`src/rtl/uart_pkg.sv`:
```
// rtl/uart_pkg.sv - shared types, oversampling constants and majority vote for uart_rx_os16 (macro UART_RX_PARITY_EN)
package uart_pkg;

    localparam int OVERSAMPLE = 16;

    // Tick indices within a bit at which the line is sampled for the vote
    localparam logic [3:0] SMP_A    = 4'd7;
    localparam logic [3:0] SMP_B    = 4'd8;
    localparam logic [3:0] SMP_C    = 4'd9;
    localparam logic [3:0] SMP_LAST = 4'(OVERSAMPLE - 1);

    typedef enum logic [2:0] {
        ST_IDLE   = 3'd0,
        ST_START  = 3'd1,
        ST_DATA   = 3'd2,
`ifdef UART_RX_PARITY_EN
        ST_PARITY = 3'd3,
`endif
        ST_STOP   = 3'd4,
        ST_BREAK  = 3'd5
    } rx_state_e;

    function automatic logic maj3(input logic a, input logic b, input logic c);
        return (a & b) | (a & c) | (b & c);
    endfunction

endpackage

```
`src/rtl/uart_baud_tick.sv`:
```
// rtl/uart_baud_tick.sv - 16x oversampling tick generator with synchronous restart
module uart_baud_tick #(
    parameter int DIV = 1
) (
    input  logic clk,
    input  logic rst_n,
    input  logic restart_i,
    output logic tick_o
);

    localparam int CW = (DIV > 1) ? $clog2(DIV) : 1;

    logic [CW-1:0] cnt_q;
    logic [CW-1:0] cnt_d;
    logic          wrap;

    assign wrap   = (cnt_q == CW'(DIV - 1));
    assign tick_o = wrap & ~restart_i;

    // Divider next value: held at zero while restarting, wraps after DIV clocks
    always_comb begin
        cnt_d = cnt_q + 1'b1;
        if (restart_i || wrap) begin
            cnt_d = '0;
        end
    end

    // Divider register
    always_ff @(posedge clk or negedge rst_n) begin
        if (!rst_n) begin
            cnt_q <= '0;
        end else begin
            cnt_q <= cnt_d;
        end
    end

endmodule

```
`src/rtl/uart_rx_os16.sv`:
```
// rtl/uart_rx_os16.sv - 16x oversampled UART receiver, 8N1 or 8E1 with macro UART_RX_PARITY_EN
module uart_rx_os16
    import uart_pkg::*;
#(
    parameter int CLK_FREQ = 50000000,
    parameter int BAUD     = 9600
) (
    input  logic       clk,
    input  logic       rst_n,
    input  logic       i_rx,
    output logic [7:0] o_data,
    output logic       o_valid,
    output logic       o_frame_err,
    output logic       o_parity_err,
    output logic       o_busy
);

    localparam int DIV_RAW = CLK_FREQ / (BAUD * OVERSAMPLE);
    localparam int DIV     = (DIV_RAW < 1) ? 1 : DIV_RAW;

    rx_state_e  state_q, state_d;
    logic       sync1_q, sync2_q;
    logic       rx_last_q;
    logic [3:0] s_cnt_q;
    logic [2:0] bit_idx_q;
    logic [7:0] shift_q;
    logic [7:0] data_q;
    logic       smp_a_q, smp_b_q;
    logic       valid_q, ferr_q, perr_q;
    logic       valid_d, ferr_d, perr_d;
    logic       rx_s, tick, at_mid, at_end, maj, fall;
`ifdef UART_RX_PARITY_EN
    logic       par_q;
`endif

    uart_baud_tick #(.DIV(DIV)) u_tick (
        .clk       (clk),
        .rst_n     (rst_n),
        .restart_i (state_q == ST_IDLE),
        .tick_o    (tick)
    );

    assign rx_s   = sync2_q;
    assign at_mid = tick && (s_cnt_q == SMP_C);
    assign at_end = tick && (s_cnt_q == SMP_LAST);
    assign maj    = maj3(smp_a_q, smp_b_q, rx_s);
    // rx_last_q is forced high outside IDLE, so a line that fell while the
    // previous frame was finishing still looks like a fresh edge in IDLE.
    assign fall   = rx_last_q & ~rx_s;

    assign o_data       = data_q;
    assign o_valid      = valid_q;
    assign o_frame_err  = ferr_q;
    assign o_parity_err = perr_q;

    // FSM state register
    always_ff @(posedge clk or negedge rst_n) begin
        if (!rst_n) begin
            state_q <= ST_IDLE;
        end else begin
            state_q <= state_d;
        end
    end

    // FSM next-state: bit boundaries on tick 15, decisions on the tick-9 vote
    always_comb begin
        state_d = state_q;
        case (state_q)
            ST_IDLE:   if (fall) state_d = ST_START;
            ST_START: begin
                if (at_mid && maj) state_d = ST_IDLE;
                else if (at_end)   state_d = ST_DATA;
            end
            ST_DATA: begin
                if (at_end && (bit_idx_q == 3'd7)) begin
`ifdef UART_RX_PARITY_EN
                    state_d = ST_PARITY;
`else
                    state_d = ST_STOP;
`endif
                end
            end
`ifdef UART_RX_PARITY_EN
            ST_PARITY: if (at_end) state_d = ST_STOP;
`endif
            ST_STOP:   if (at_mid) state_d = maj ? ST_IDLE : ST_BREAK;
            ST_BREAK:  if (rx_s) state_d = ST_IDLE;
            default:   state_d = ST_IDLE;
        endcase
    end

    // FSM outputs: busy level and the end-of-frame strobes
    always_comb begin
        o_busy  = (state_q != ST_IDLE);
        valid_d = 1'b0;
        ferr_d  = 1'b0;
        perr_d  = 1'b0;
        if (state_q == ST_STOP && at_mid) begin
            valid_d = maj;
            ferr_d  = ~maj;
`ifdef UART_RX_PARITY_EN
            perr_d  = maj & (^{shift_q, par_q});
`endif
        end
    end

    // Synchronizer, sample counters, shift register and registered strobes
    always_ff @(posedge clk or negedge rst_n) begin
        if (!rst_n) begin
            sync1_q   <= 1'b1;
            sync2_q   <= 1'b1;
            rx_last_q <= 1'b1;
            s_cnt_q   <= '0;
            bit_idx_q <= '0;
            shift_q   <= '0;
            data_q    <= '0;
            smp_a_q   <= 1'b1;
            smp_b_q   <= 1'b1;
            valid_q   <= 1'b0;
            ferr_q    <= 1'b0;
            perr_q    <= 1'b0;
`ifdef UART_RX_PARITY_EN
            par_q     <= 1'b0;
`endif
        end else begin
            sync1_q   <= i_rx;
            sync2_q   <= sync1_q;
            rx_last_q <= (state_q == ST_IDLE) ? rx_s : 1'b1;
            valid_q   <= valid_d;
            ferr_q    <= ferr_d;
            perr_q    <= perr_d;
            if (state_q == ST_IDLE) begin
                s_cnt_q   <= '0;
                bit_idx_q <= '0;
            end else if (tick) begin
                s_cnt_q <= s_cnt_q + 1'b1;
            end
            if (tick && s_cnt_q == SMP_A) smp_a_q <= rx_s;
            if (tick && s_cnt_q == SMP_B) smp_b_q <= rx_s;
            if (state_q == ST_DATA && at_mid) shift_q <= {maj, shift_q[7:1]};
            if (state_q == ST_DATA && at_end) bit_idx_q <= bit_idx_q + 1'b1;
`ifdef UART_RX_PARITY_EN
            if (state_q == ST_PARITY && at_mid) par_q <= maj;
`endif
            if (valid_d) data_q <= shift_q;
        end
    end

endmodule

```
`config.mk`:
```
export PLATFORM = sky130hd
export DESIGN_NAME = uart_rx_os16
export DESIGN_NICKNAME = d
export VERILOG_FILES = /design/src/rtl/uart_pkg.sv /design/src/rtl/uart_baud_tick.sv /design/src/rtl/uart_rx_os16.sv
export SDC_FILE = /design/constraint.sdc
export NUM_CORES = 1
export LEC_CHECK = 0
export BUFFER_PORTS_ARGS = -buffer_cell sky130_fd_sc_hd__buf_2
export CAP_MARGIN = 20
export CORE_ASPECT_RATIO = 1.75
export CORE_UTILIZATION = 58
export DETAILED_ROUTE_END_ITERATION = 16
export GPL_ROUTABILITY_DRIVEN = 0
export PLACE_DENSITY = 0.77
export SYNTH_ARGS = -nofsm -noshare
export SYNTH_HDL_FRONTEND = slang
export SYNTH_SLANG_ARGS = --single-unit
```
`constraint.sdc`:
```
create_clock -name clk -period 2.25 [get_ports clk]
set_input_delay 0.3375 -clock clk [delete_from_list [all_inputs] [get_ports clk]]
set_output_delay 0.3375 -clock clk [all_outputs]
set_load 0.005 [all_outputs]
```
Word-level counts from Yosys, hierarchy flattened --
Cells that the tools add are included.
Storage, ports and cells: input bits 3, output and inout bits 12, word-level logic and storage cells 72, register bits after elaboration 42
Operators by class: eq/ne operators 15, muxes and demuxes 16, reductions and logical operators 15, bitwise gates (word level) 10, $add $sub $neg 3
Operator list (number):
- $mux 3 | 9
- $pmux 3 s5 | 1
- $eq 4x4->1 const B | 3
- $add 9x1->9 const B | 1
- $eq 3x3->1 const B | 3
- $eq 9x9->1 const B | 1
- $logic_and 1x1->1 | 9
- $mux 9 | 1
- $mux 4 | 2
- $ne 2x2->1 const B | 4
- $and 1x1->1 | 5
- $reduce_and 5->1 | 1
- $add 4x1->4 const B | 1
- $eq 4x3->1 const B | 1
- $reduce_bool 2->1 | 2
- $add 3x1->3 const B | 1
- $eq 3x1->1 const B | 1
- $eq 3x2->1 const B | 1
- $logic_not 3->1 | 1
- $mux 1 | 3
- $ne 3x3->1 const B | 1
- $not 1->1 | 3
- $reduce_bool 3->1 | 1
- $or 1x1->1 | 2
- $logic_or 1x1->1 | 1

Logic depth before layout (Yosys ltp) --
Gate-level depths: netlist of the first run.
depth in word-level cells 7, gate-level depth with buffers 7, mapped depth without buffers 7

By module --
Synthesis of the first run repeated with hierarchy kept, for this count alone.
Unflattened totals: cells, all modules 166, area, all modules 1984.4 um^2
Modules (own cells, without submodules):
- uart_rx_os16 | sequential area each 832.0 um^2, cells an instance 120, area an instance 1526.5 um^2, times used 1
- uart_baud_tick | sequential area each 225.2 um^2, cells an instance 46, area an instance 457.9 um^2, times used 1

Worst setup path after synthesis of the first run --
No wires, ideal clock.
path kind register to register, from register u_tick.cnt_q[3], to register data_q[0] (netlist: o_data[0]), period minus slack after synthesis 1.809 ns, required time 2.125 ns, buffers on the path 0, arrival 1.684 ns, slack 0.441 ns, cell stages (with the launch flop) 4, setup time 0.125 ns, cells stage by stage dfrtp_1 or4b_4 nor3_4 mux2_2
On the way: word-level cells in the longest chain between the ends 5
RTL lines:
- start: declaration | line uart_baud_tick.sv:13 | logic [CW-1:0] cnt_q;
- start signal: assignment | line uart_baud_tick.sv:33 | cnt_q <= cnt_d;
- $eq 9x9->1 | line uart_baud_tick.sv:17 | assign wrap = (cnt_q == CW'(DIV - 1));
- $and 1x1->1 | line uart_baud_tick.sv:18 | assign tick_o = wrap & ~restart_i;
- $logic_and 1x1->1 | line uart_rx_os16.sv:44 | assign at_mid = tick && (s_cnt_q == SMP_C);
- $logic_and 1x1->1 | line uart_rx_os16.sv:98 | if (state_q == ST_STOP && at_mid) begin
- $mux 1 | line uart_rx_os16.sv:98
- net valid_d | line uart_rx_os16.sv:30 | logic valid_d, ferr_d, perr_d;
- end signal: assignment | line uart_rx_os16.sv:145 | if (valid_d) data_q <= shift_q;
- end: declaration | line uart_rx_os16.sv:27 | logic [7:0] data_q;
The timed path passes the listed nets, and every way through them passes these cells. A chain may end at the register's enable or synchronous reset.

Worst setup path in the final report of the first run --
from register u_tick.cnt_q[1], to register shift_q[3]
On the way: word-level cells in the longest chain between the ends 4
RTL lines:
- $eq 9x9->1 | line uart_baud_tick.sv:17
- $and 1x1->1 | line uart_baud_tick.sv:18
- $logic_and 1x1->1 | line uart_rx_os16.sv:44
- $logic_and 1x1->1 | line uart_rx_os16.sv:140 | if (state_q == ST_DATA && at_mid) shift_q <= {maj, shift_q[7:1]};
- end signal: assignment | line uart_rx_os16.sv:140
- end: declaration | line uart_rx_os16.sv:26 | logic [7:0] shift_q;
No other way between the ends.

==> results of run 1 <==
## worst max path at each step
stage,slack (ns),cells past startpoint,end,start
finish,0.21,6,shift_q[3],u_tick.cnt_q[1]
global route,0.11,6,shift_q[3],u_tick.cnt_q[0]
CTS,0.23,6,shift_q[3],u_tick.cnt_q[0]
detailed placement,0.27,6,shift_q[3],u_tick.cnt_q[0]
global placement,0.32,3,o_data[6],u_tick.cnt_q[3]
floorplan,0.44,3,o_data[0],u_tick.cnt_q[3]
## layout make-up
type,instances,share of cell area
inverter,9,0.0157
tap,43,0.0251
timing repair buffer,15,0.0373
clock buffer,5,0.0321
clock inverter,3,0.0187
multi-input combinational,113,0.378
sequential,42,0.493
## layer usage
metal	share of wire	wire [um]
met1	0.38	1290
met2	0.57	1910
met3	0.030	102
met4	0.020	68
met5	0	0
## through the flow
| step | setup slack [ns] | instances | util | hold WS [ns] | power [mW] |
|---|---|---|---|---|---|
| floorplan | 0.441 | 167 | - | 0.0419 | 1.07 |
| detailed placement | 0.267 | 222 | 0.648 | 0.350 | 1.14 |
| finish | 0.215 | 230 | 0.683 | 0.135 | 1.72 |
| CTS | 0.232 | 230 | 0.683 | 0.129 | 1.72 |
| global placement | 0.322 | 222 | 0.648 | 0.346 | 1.13 |
| global route | 0.110 | 230 | 0.683 | 0.126 | 1.80 |
## power by group
group | internal (mW) | total, mW | switching (mW)
registers | 0.819 | 0.904 | 0.0847
clock network | 0.326 | 0.580 | 0.254
logic | 0.106 | 0.231 | 0.125
## cells by family (layout without fill, tap and decap cells)
family | after synthesis | count (layout)
DFF | 42 | 42
and+or+nand+nor | 62 | 62
buffers and inverters | 12 | 32
adders and majority gates | 8 | 8
other | 1 | 1
muxes | 18 | 18
xor gates and xnor gates | 10 | 10
AOI/OAI and AO/OA | 14 | 14
## worst max-delay path: stages, from the launching register on
cell and delay (ns):
dfrtp_1 0.44, inv_1 0.08, ha_1 0.15, nand4b_1 0.13, nor3_1 0.32, nand3_1 0.39
mux2_2 0.41
## registers in the layout, summed over array words and instances, names as in the netlist
signal,cells
o_data,8
bit_idx_q,3
shift_q,8
o_valid,1
rx_last_q,1
u_tick.cnt_q,9
smp_b_q,1
s_cnt_q,4
state_q,3
smp_a_q,1
o_frame_err,1
sync1_q,1
rx_s,1
## placed cells by master (no fill, tap or decap), types with 2 or more instances in the layout
cell type	count
and3_1	2
nor2_1	16
nand2b_1	3
nor3_1	2
dfrtp_1	37
buf_2	13
mux2_2	18
o21ai_0	3
xnor2_1	2
nand3_1	9
clkinv_2	2
xor2_1	8
clkbuf_8	5
nand4b_1	2
a21o_1	2
nor4_1	3
dfstp_2	5
inv_1	9
nand4_1	3
ha_1	7
nand2_1	14
a21oi_1	5
buf_4	2
==> flow_metrics.py, run 1 <==
metrics = {
    "run_status": {
        "outcome": "finished clean",
    },
    "setup_path": {
        "r2r-start": "u_tick.cnt_q[1]",
        "critical_path_class": "flop to flop",
        "worstPathRequired_ns": 2.43,
        "reg2reg_depth": 6,
        "cp.arrival_ns": 2.22,
        "cp-start-kind": "flop",
        "worstSetupEndpointType": "flop",
        "r2r_end": "shift_q[3]",
        "cp_max_fo": 8,
        "rrSetupSlack_ns": 0.21,
    },
    "die": {
        "start_util": 0.611,
        "dieArea_um2": 3550,
        "die_h_um": 78.1,
        "fp-row-count": 27,
        "die_w_um": 45.5,
        "pin_count": 15,
        "core_area_um2": 3140,
    },
    "final_layout": {
        "synthToLayoutAreaGrowth_pct": 11.9,
        "layout-drive-gt1-share": 0.257,
        "multi_input_area_um2": 812,
        "design_area_um2": 2150,
        "nets": 196,
        "diodes": 0,
        "fill_cells": 247,
        "register_area_um2": 1060,
    },
    "synthesis": {
        "synth_mux_area_frac": 0.106,
        "synth_top_family_by_area": "simple AND/OR/NAND/NOR gates",
        "synth-edff-count": 0,
        "synthesis.nets": 177,
        "syn_inst": 167,
        "ys_warn_count": 0,
        "synth-compound-area-share": 0.0463,
        "ys.flop_type": "dfrtp_1",
        "synth_xor_area_frac": 0.0457,
        "synth_seq_cells": 42,
        "synth_cell_types": 35,
        "postSynthAreaPerCell_um2": 11.5,
        "synth_top_cell_area_share": 0.483,
        "ys_seq_area_frac": 0.551,
        "yosys.area.top_type": "dfrtp_1",
        "synthAdderAreaFrac": 0.0509,
        "ys_async_sr_fraction": 1.00,
        "synthTopCellsByCount": "37 x dfrtp_1, 18 x mux2_2, 16 x nor2_1",
        "synthTopCellsByArea": "dfrtp_1 48%, mux2_2 11%, dfstp_2 6.8%, ha_1 4.6%, xor2_1 3.7%",
        "synth_area_um2": 1920,
        "yosysMostFrequentCell": "dfrtp_1",
        "synthSimpleGateAreaFrac": 0.173,
    },
    "clock_network": {
        "clockBufferDepth": 2,
        "cts_made_buffers": 5,
        "holdBufCountCts": 0,
        "clockRootBuffer": "clkbuf_8",
        "clk_pin_slew_ns": 0.08,
        "post_cts_buffers": 0,
        "clk_latency_ns": 0.30,
        "clkSinkCount": 42,
        "cts-resized-gates": 0,
        "cts_tree": "yes",
        "htreeDepth": 2,
    },
    "global_routing": {
        "use_met1": 0.238,
        "grt_use_met2": 0.381,
        "met3_usage": 0.0621,
        "grt_util_all_layers": 0.222,
        "grt_max_degree": 43,
        "busiest_layer": "met2",
        "grt_overflow": 0,
        "grt_pass1_wl_um": 5590,
        "grt_pass1_vias": 1263,
        "antenna_found_initial": 0,
    },
    "timing": {
        "fin_tns_setup_ns": 0,
        "rsz0062_at_grt": "no",
        "worstMarginPinSlew_ns": 0.886,
        "worst_clock_skew_ns": 0.0105,
        "setup_viol": 0,
        "min_period_over_period": 0.905,
        "timing.fmax_mhz": 491,
        "period_needed_ns": 2.04,
        "hold_viol": 0,
        "slew_headroom": 0.409,
        "final_max_slew_viol_count": 0,
    },
    "detailed_routing": {
        "vias": 1298,
        "route.detailed.drc": 0,
        "viasPerCell": 5.64,
        "wl_per_cell_um": 14.7,
        "ant_nets": 0,
        "drt_first_iter_violations": 22,
        "drt_first_pass_iters": 4,
        "routed_wl_um": 3370,
    },
    "hold_path": {
        "hp-class": "input port to flop",
        "hold_path_end": "sync1_q",
        "hold_start": "i_rx",
        "whs_path_depth": 1,
    },
    "pwr": {
        "power_density_nw_per_um2": 799,
        "p_leak_nw": 1.05,
        "ir_drop_uv": 751,
    },
    "place": {
        "place_hpwl_um": 2430,
        "place_area_um2": 2040,
        "portBuffers": 13,
    },
    "run": {
        "cap_viol_max_count": 0,
    },
}
Power figures use the tool's default switching activity.
==> inputs of run 2 (changes only) <==
Settings changed: CORE_UTILIZATION 58 to 62, PLACE_DENSITY 0.77 to 0.82.
Clock period 2.25 ns to 2.5 ns, I/O delays scaled along.
==> run 2 against run 1 <==
The flow now finishes with violations (DRC). Clock power fell by 12%. Hold slack gained 0.048 ns. Core utilization up 4.1 points. Sequential power is 10% lower. Wire length down 4.2%. Non-clock buffer count decreased by 1. Setup slack improved by 0.24 ns. Combinational power fell by 8.7%. Maximum frequency is 0.53% lower. Clock-buffer cell count unchanged. Register-to-register slack better by 0.24 ns. Critical path type unchanged.
==> flow_metrics.py, run 2 (synthesis gave the netlist of run 1 again) <==
metrics = {
    "place": {
        "dp.cells": 206,
        "post-place-ws_ns": 0.508,
        "portBuffers": 13,
        "place_hpwl_um": 2390,
        "place_area_um2": 2010,
    },
    "timing": {
        "min_period_over_period": 0.818,
        "fin_tns_setup_ns": 0,
        "worst_slack_ns": 0.454,
        "timing.fmax_mhz": 489,
        "rsz0062_at_grt": "no",
        "timing.hold.ws_ns": 0.183,
        "worstMarginPinSlew_ns": 0.904,
        "final_max_slew_viol_count": 0,
        "setup_viol": 0,
        "worst_clock_skew_ns": 0.00574,
        "slew_headroom": 0.397,
        "period_needed_ns": 2.05,
        "hold_viol": 0,
    },
    "final_layout": {
        "mostFrequentLayoutCells": "37 x dfrtp_1, 18 x mux2_2, 16 x nor2_1, 14 x nand2_1, 13 x buf_2",
        "layout_commonest_cell": "dfrtp_1",
        "largest_reg_flops": 9,
        "nets": 195,
        "fin_util": 0.724,
        "design_area_um2": 2120,
        "synthToLayoutAreaGrowth_pct": 10.5,
        "diodes": 0,
        "largest_register": "u_tick.cnt_q",
        "layout-drive-gt1-share": 0.253,
        "final_cells": 214,
    },
    "pwr": {
        "p_leak_nw": 1.04,
        "ir_drop_uv": 573,
        "p_total_mw": 1.53,
        "power_density_nw_per_um2": 723,
    },
    "detailed_routing": {
        "viasPerCell": 5.89,
        "wl_per_cell_um": 15.1,
        "ant_nets": 0,
        "drt_first_iter_violations": 38,
        "drt_first_pass_iters": 10,
        "route.detailed.drc": 3,
        "vias": 1261,
        "routed_wl_um": 3230,
    },
    "setup_path": {
        "path_buf_inv": 0,
        "cpPeakStageDelay_ns": 0.47,
        "worstSetupEndpointType": "flop",
        "critical_path_class": "flop to flop",
        "crit_chain": "nor4b_1 -> nand2_1 -> nor4_1 -> mux2_2",
        "cp_max_fo": 10,
        "critPathTopFamily": "simple AND/OR/NAND/NOR gates",
        "cp-start-kind": "flop",
        "rrSetupSlack_ns": 0.45,
        "slowest_stage": "nor4b_1",
        "worstPathRequired_ns": 2.72,
        "cp.arrival_ns": 2.26,
    },
    "die": {
        "pin_count": 15,
        "die_w_um": 44.0,
        "die_h_um": 75.6,
        "start_util": 0.655,
        "core_area_um2": 2930,
        "fp-row-count": 26,
        "dieArea_um2": 3330,
    },
    "global_routing": {
        "use_met1": 0.243,
        "grt_util_all_layers": 0.221,
        "grt_overflow": 0,
        "met3_usage": 0.0450,
        "grt_pass1_vias": 1210,
        "grt_use_met2": 0.395,
        "busiest_layer": "met2",
        "antenna_found_initial": 0,
        "grt_pass1_wl_um": 5360,
        "grt_max_degree": 43,
    },
    "hold_path": {
        "hp-class": "input port to flop",
    },
    "run_status": {
        "outcome": "finished, violations left",
        "violations": "DRC",
    },
    "clock_network": {
        "htreeDepth": 2,
        "cts_made_buffers": 5,
        "post_cts_buffers": 0,
        "cts-resized-gates": 0,
        "clockRootBuffer": "clkbuf_8",
        "clkSinkCount": 42,
        "cts_tree": "yes",
        "clk_pin_slew_ns": 0.07,
        "holdBufCountCts": 0,
        "clockBufferDepth": 2,
        "clk_latency_ns": 0.29,
    },
    "run": {
        "cap_viol_max_count": 0,
    },
}
[run 2: area by class of cell]
cell class | count | area, um2
Tap cell | 28 | 35.0
Inverter | 9 | 33.8
Clock buffer | 5 | 68.8
Timing Repair Buffer | 14 | 72.6
Fill cell | 211 | 808
Sequential cell | 42 | 1060
Multi-Input combinational cell | 113 | 812
Clock inverter | 3 | 40.0
[run 2: path summary, 6_finish.rpt]
path	from	cells after the start	to
setup reg to reg	u_tick.cnt_q[3]	4	smp_a_q
setup / recovery	u_tick.cnt_q[3]	4	smp_a_q
hold reg to reg	sync1_q	0	rx_s
hold / removal	i_rx	1	sync1_q
max in group asynchronous	rst_n	1	u_tick.cnt_q[2]
min in group asynchronous	rst_n	1	o_data[0]
[run 2: layer usage]
layer / routed length (um) / share of wire
met5: 0 / 0
met4: 75 / 0.023
met3: 107 / 0.033
met2: 1770 / 0.55
met1: 1280 / 0.40
[run 2: worst register-to-register path, cell delays in order, from the launching register on]
cell	delay [ns]
dfrtp_1	0.43
nor4b_1	0.47
nand2_1	0.32
nor4_1	0.38
mux2_2	0.38
[run 2: power by group]
part	switching [mW]	total [mW]	leakage (nW)	internal [mW]
sequential	0.0748	0.812	0.556	0.737
combinational	0.115	0.211	0.430	0.0951
clock	0.217	0.511	0.0579	0.294
total	0.407	1.53	1.04	1.13
==> inputs of run 3 (changes only) <==
Settings changed: ABC_AREA set to 1, CORE_UTILIZATION 62 to 59, PLACE_DENSITY 0.82 to 0.78.
Clock period 2.5 ns to 2 ns, I/O delays scaled along.
==> run 3 against run 2 <==
The run now ends clean. Maximum frequency up 16%. Core utilization decreased by 4.9 points. Non-clock buffer count is 1 higher. Die area is 12% higher. Flip-flop and latch count unchanged. First-iteration DRC count rose by 2.6%. Register-to-register slack worse by 0.21 ns. Clock skew rose by 0.0014 ns. Cell count is 40% higher. Critical path depth rose by 5. Global-route usage grew 0.67 points. Wire length is 8.3% higher. Largest cell class unchanged.
==> flow_metrics.py, run 3 <==
metrics = {
    "die": {
        "pin_count": 15,
        "die_h_um": 80.0,
        "fp-row-count": 28,
        "core_area_um2": 3360,
        "start_util": 0.610,
        "dieArea_um2": 3730,
        "die_w_um": 46.6,
    },
    "clock_network": {
        "clockBufferDepth": 2,
        "clkSinkCount": 42,
        "holdBufCountCts": 0,
        "cts-resized-gates": 0,
        "clk_latency_ns": 0.29,
        "cts_tree": "yes",
        "clockRootBuffer": "clkbuf_8",
        "post_cts_buffers": 0,
        "clk_pin_slew_ns": 0.08,
        "htreeDepth": 2,
        "cts_made_buffers": 5,
    },
    "synthesis": {
        "ys_seq_area_frac": 0.515,
        "synth_mux_area_frac": 0,
        "yosysMostFrequentCell": "nand2_1",
        "synth-compound-area-share": 0.101,
        "synth_top_family_by_area": "simple AND/OR/NAND/NOR gates",
        "synthAdderAreaFrac": 0.0427,
        "synth_cell_types": 27,
        "synthSimpleGateAreaFrac": 0.243,
        "synthTopCellsByCount": "59 x nand2_1, 37 x dfrtp_1, 35 x inv_1",
        "synth_xor_area_frac": 0.00854,
        "synth-edff-count": 0,
        "ys.flop_type": "dfrtp_1",
        "synthTopCellsByArea": "dfrtp_1 45%, nand2_1 11%, dfstp_2 6.4%, inv_1 6.4%, o21ai_2 6.4%",
        "syn_inst": 234,
        "ys_warn_count": 0,
        "synth_top_cell_area_share": 0.451,
        "synth_seq_cells": 42,
        "postSynthAreaPerCell_um2": 8.77,
        "ys_async_sr_fraction": 1.00,
        "synth_area_um2": 2050,
        "synthesis.nets": 244,
        "yosys.area.top_type": "dfrtp_1",
    },
    "final_layout": {
        "mostFrequentLayoutCells": "59 x nand2_1, 37 x dfrtp_1, 35 x inv_1, 17 x nor2_1, 15 x o21ai_2",
        "final_cells": 299,
        "synthToLayoutAreaGrowth_pct": 10.5,
        "layout_commonest_cell": "nand2_1",
        "diodes": 0,
        "largest_reg_flops": 9,
        "layout-drive-gt1-share": 0.228,
        "largest_register": "u_tick.cnt_q",
        "nets": 263,
        "design_area_um2": 2270,
        "fin_util": 0.674,
    },
    "setup_path": {
        "crit_chain": "inv_1 -> ha_1 -> inv_1 -> nor2_1 -> nand4_2 -> inv_2 -> nand2_2 -> nand2_1 -> o21ai_2",
        "critical_path_class": "flop to flop",
        "cp-start-kind": "flop",
        "worstPathRequired_ns": 2.17,
        "slowest_stage": "dfrtp_1",
        "cp.arrival_ns": 1.93,
        "worstSetupEndpointType": "flop",
        "cp_max_fo": 16,
        "path_common_cell": "inv_1",
        "cpPeakStageDelay_ns": 0.41,
        "rrSetupSlack_ns": 0.24,
    },
    "timing": {
        "timing.hold.ws_ns": 0.0473,
        "worstMarginPinSlew_ns": 0.719,
        "period_needed_ns": 1.76,
        "timing.fmax_mhz": 569,
        "min_period_over_period": 0.879,
        "setup_viol": 0,
        "fin_tns_setup_ns": 0,
        "slew_headroom": 0.521,
        "hold_viol": 0,
        "worst_clock_skew_ns": 0.00717,
        "rsz0062_at_grt": "no",
        "final_max_slew_viol_count": 0,
        "worst_slack_ns": 0.242,
    },
    "pwr": {
        "p_leak_nw": 1.15,
        "ir_drop_uv": 681,
        "p_total_mw": 1.86,
        "power_density_nw_per_um2": 821,
    },
    "place": {
        "portBuffers": 13,
        "post-place-ws_ns": 0.280,
        "place_area_um2": 2160,
        "dp.cells": 291,
        "place_hpwl_um": 2520,
    },
    "run": {
        "cap_viol_max_count": 0,
    },
    "global_routing": {
        "grt_pass1_vias": 1461,
        "grt_max_degree": 35,
        "grt_util_all_layers": 0.228,
        "grt_pass1_wl_um": 6030,
        "antenna_found_initial": 0,
        "grt_overflow": 0,
    },
    "detailed_routing": {
        "drt_first_pass_iters": 4,
        "viasPerCell": 5.05,
        "ant_nets": 0,
        "vias": 1509,
        "route.detailed.drc": 0,
        "wl_per_cell_um": 11.7,
        "drt_first_iter_violations": 39,
        "routed_wl_um": 3500,
    },
    "hold_path": {
        "hp-class": "input port to asynchronous set/reset pin",
    },
    "run_status": {
        "outcome": "finished clean",
    },
}
-- run 3: layer usage --
layer  wire length, um  global-route usage  part of all wire
met1              1470               0.258              0.42
met2              1820               0.368              0.52
met3                95              0.0430             0.027
met4               115               0.147             0.033
met5                 0                   0                 0
-- run 3: report_power, final --
part	switching, mW	internal, mW	leakage [nW]	total (mW)
Combinational	0.212	0.0947	0.532	0.306
Clock	0.278	0.348	0.0575	0.627
Sequential	0.0373	0.892	0.565	0.929
Total	0.527	1.33	1.15	1.86
-- run 3: layout make-up --
type	instances	area, um2
fillers	288	1090
flip-flops and latches	42	1060
multi-input cells	149	815
inverters	40	150
clock buffers	8	110
repair buffers	15	80.1
well taps	45	56.3
-- run 3: cells by family (layout without fill, tap and decap cells) --
family,Yosys count,in the layout
AND/OR/NAND/NOR,110,110
buffers and inverters,43,63
flip-flops,42,42
AO/OA/AOI/OAI,29,29
adder cells (fa/ha/maj),7,7
XOR/XNOR,2,2
other,1,1
-- run 3: final timing paths --
kind | from | end | cells after the start
hold reg to reg | sync1_q | rx_s | 0
hold / removal | rst_n | s_cnt_q[0] | 1
setup / recovery | s_cnt_q[1] | shift_q[3] | 9
max in group asynchronous | rst_n | shift_q[3] | 2
min in group clk | i_rx | sync1_q | 1
setup reg to reg | s_cnt_q[1] | shift_q[3] | 9
-- run 3: worst max-delay path: cells and delay by family (launching register included) --
kind                     cells  cell delay (ns)
AND/OR/NAND/NOR              4             0.75
flip-flops                   1             0.41
buffers and inverters        3             0.26
adder cells (fa/ha/maj)      1             0.14
AO/OA/AOI/OAI                1             0.06
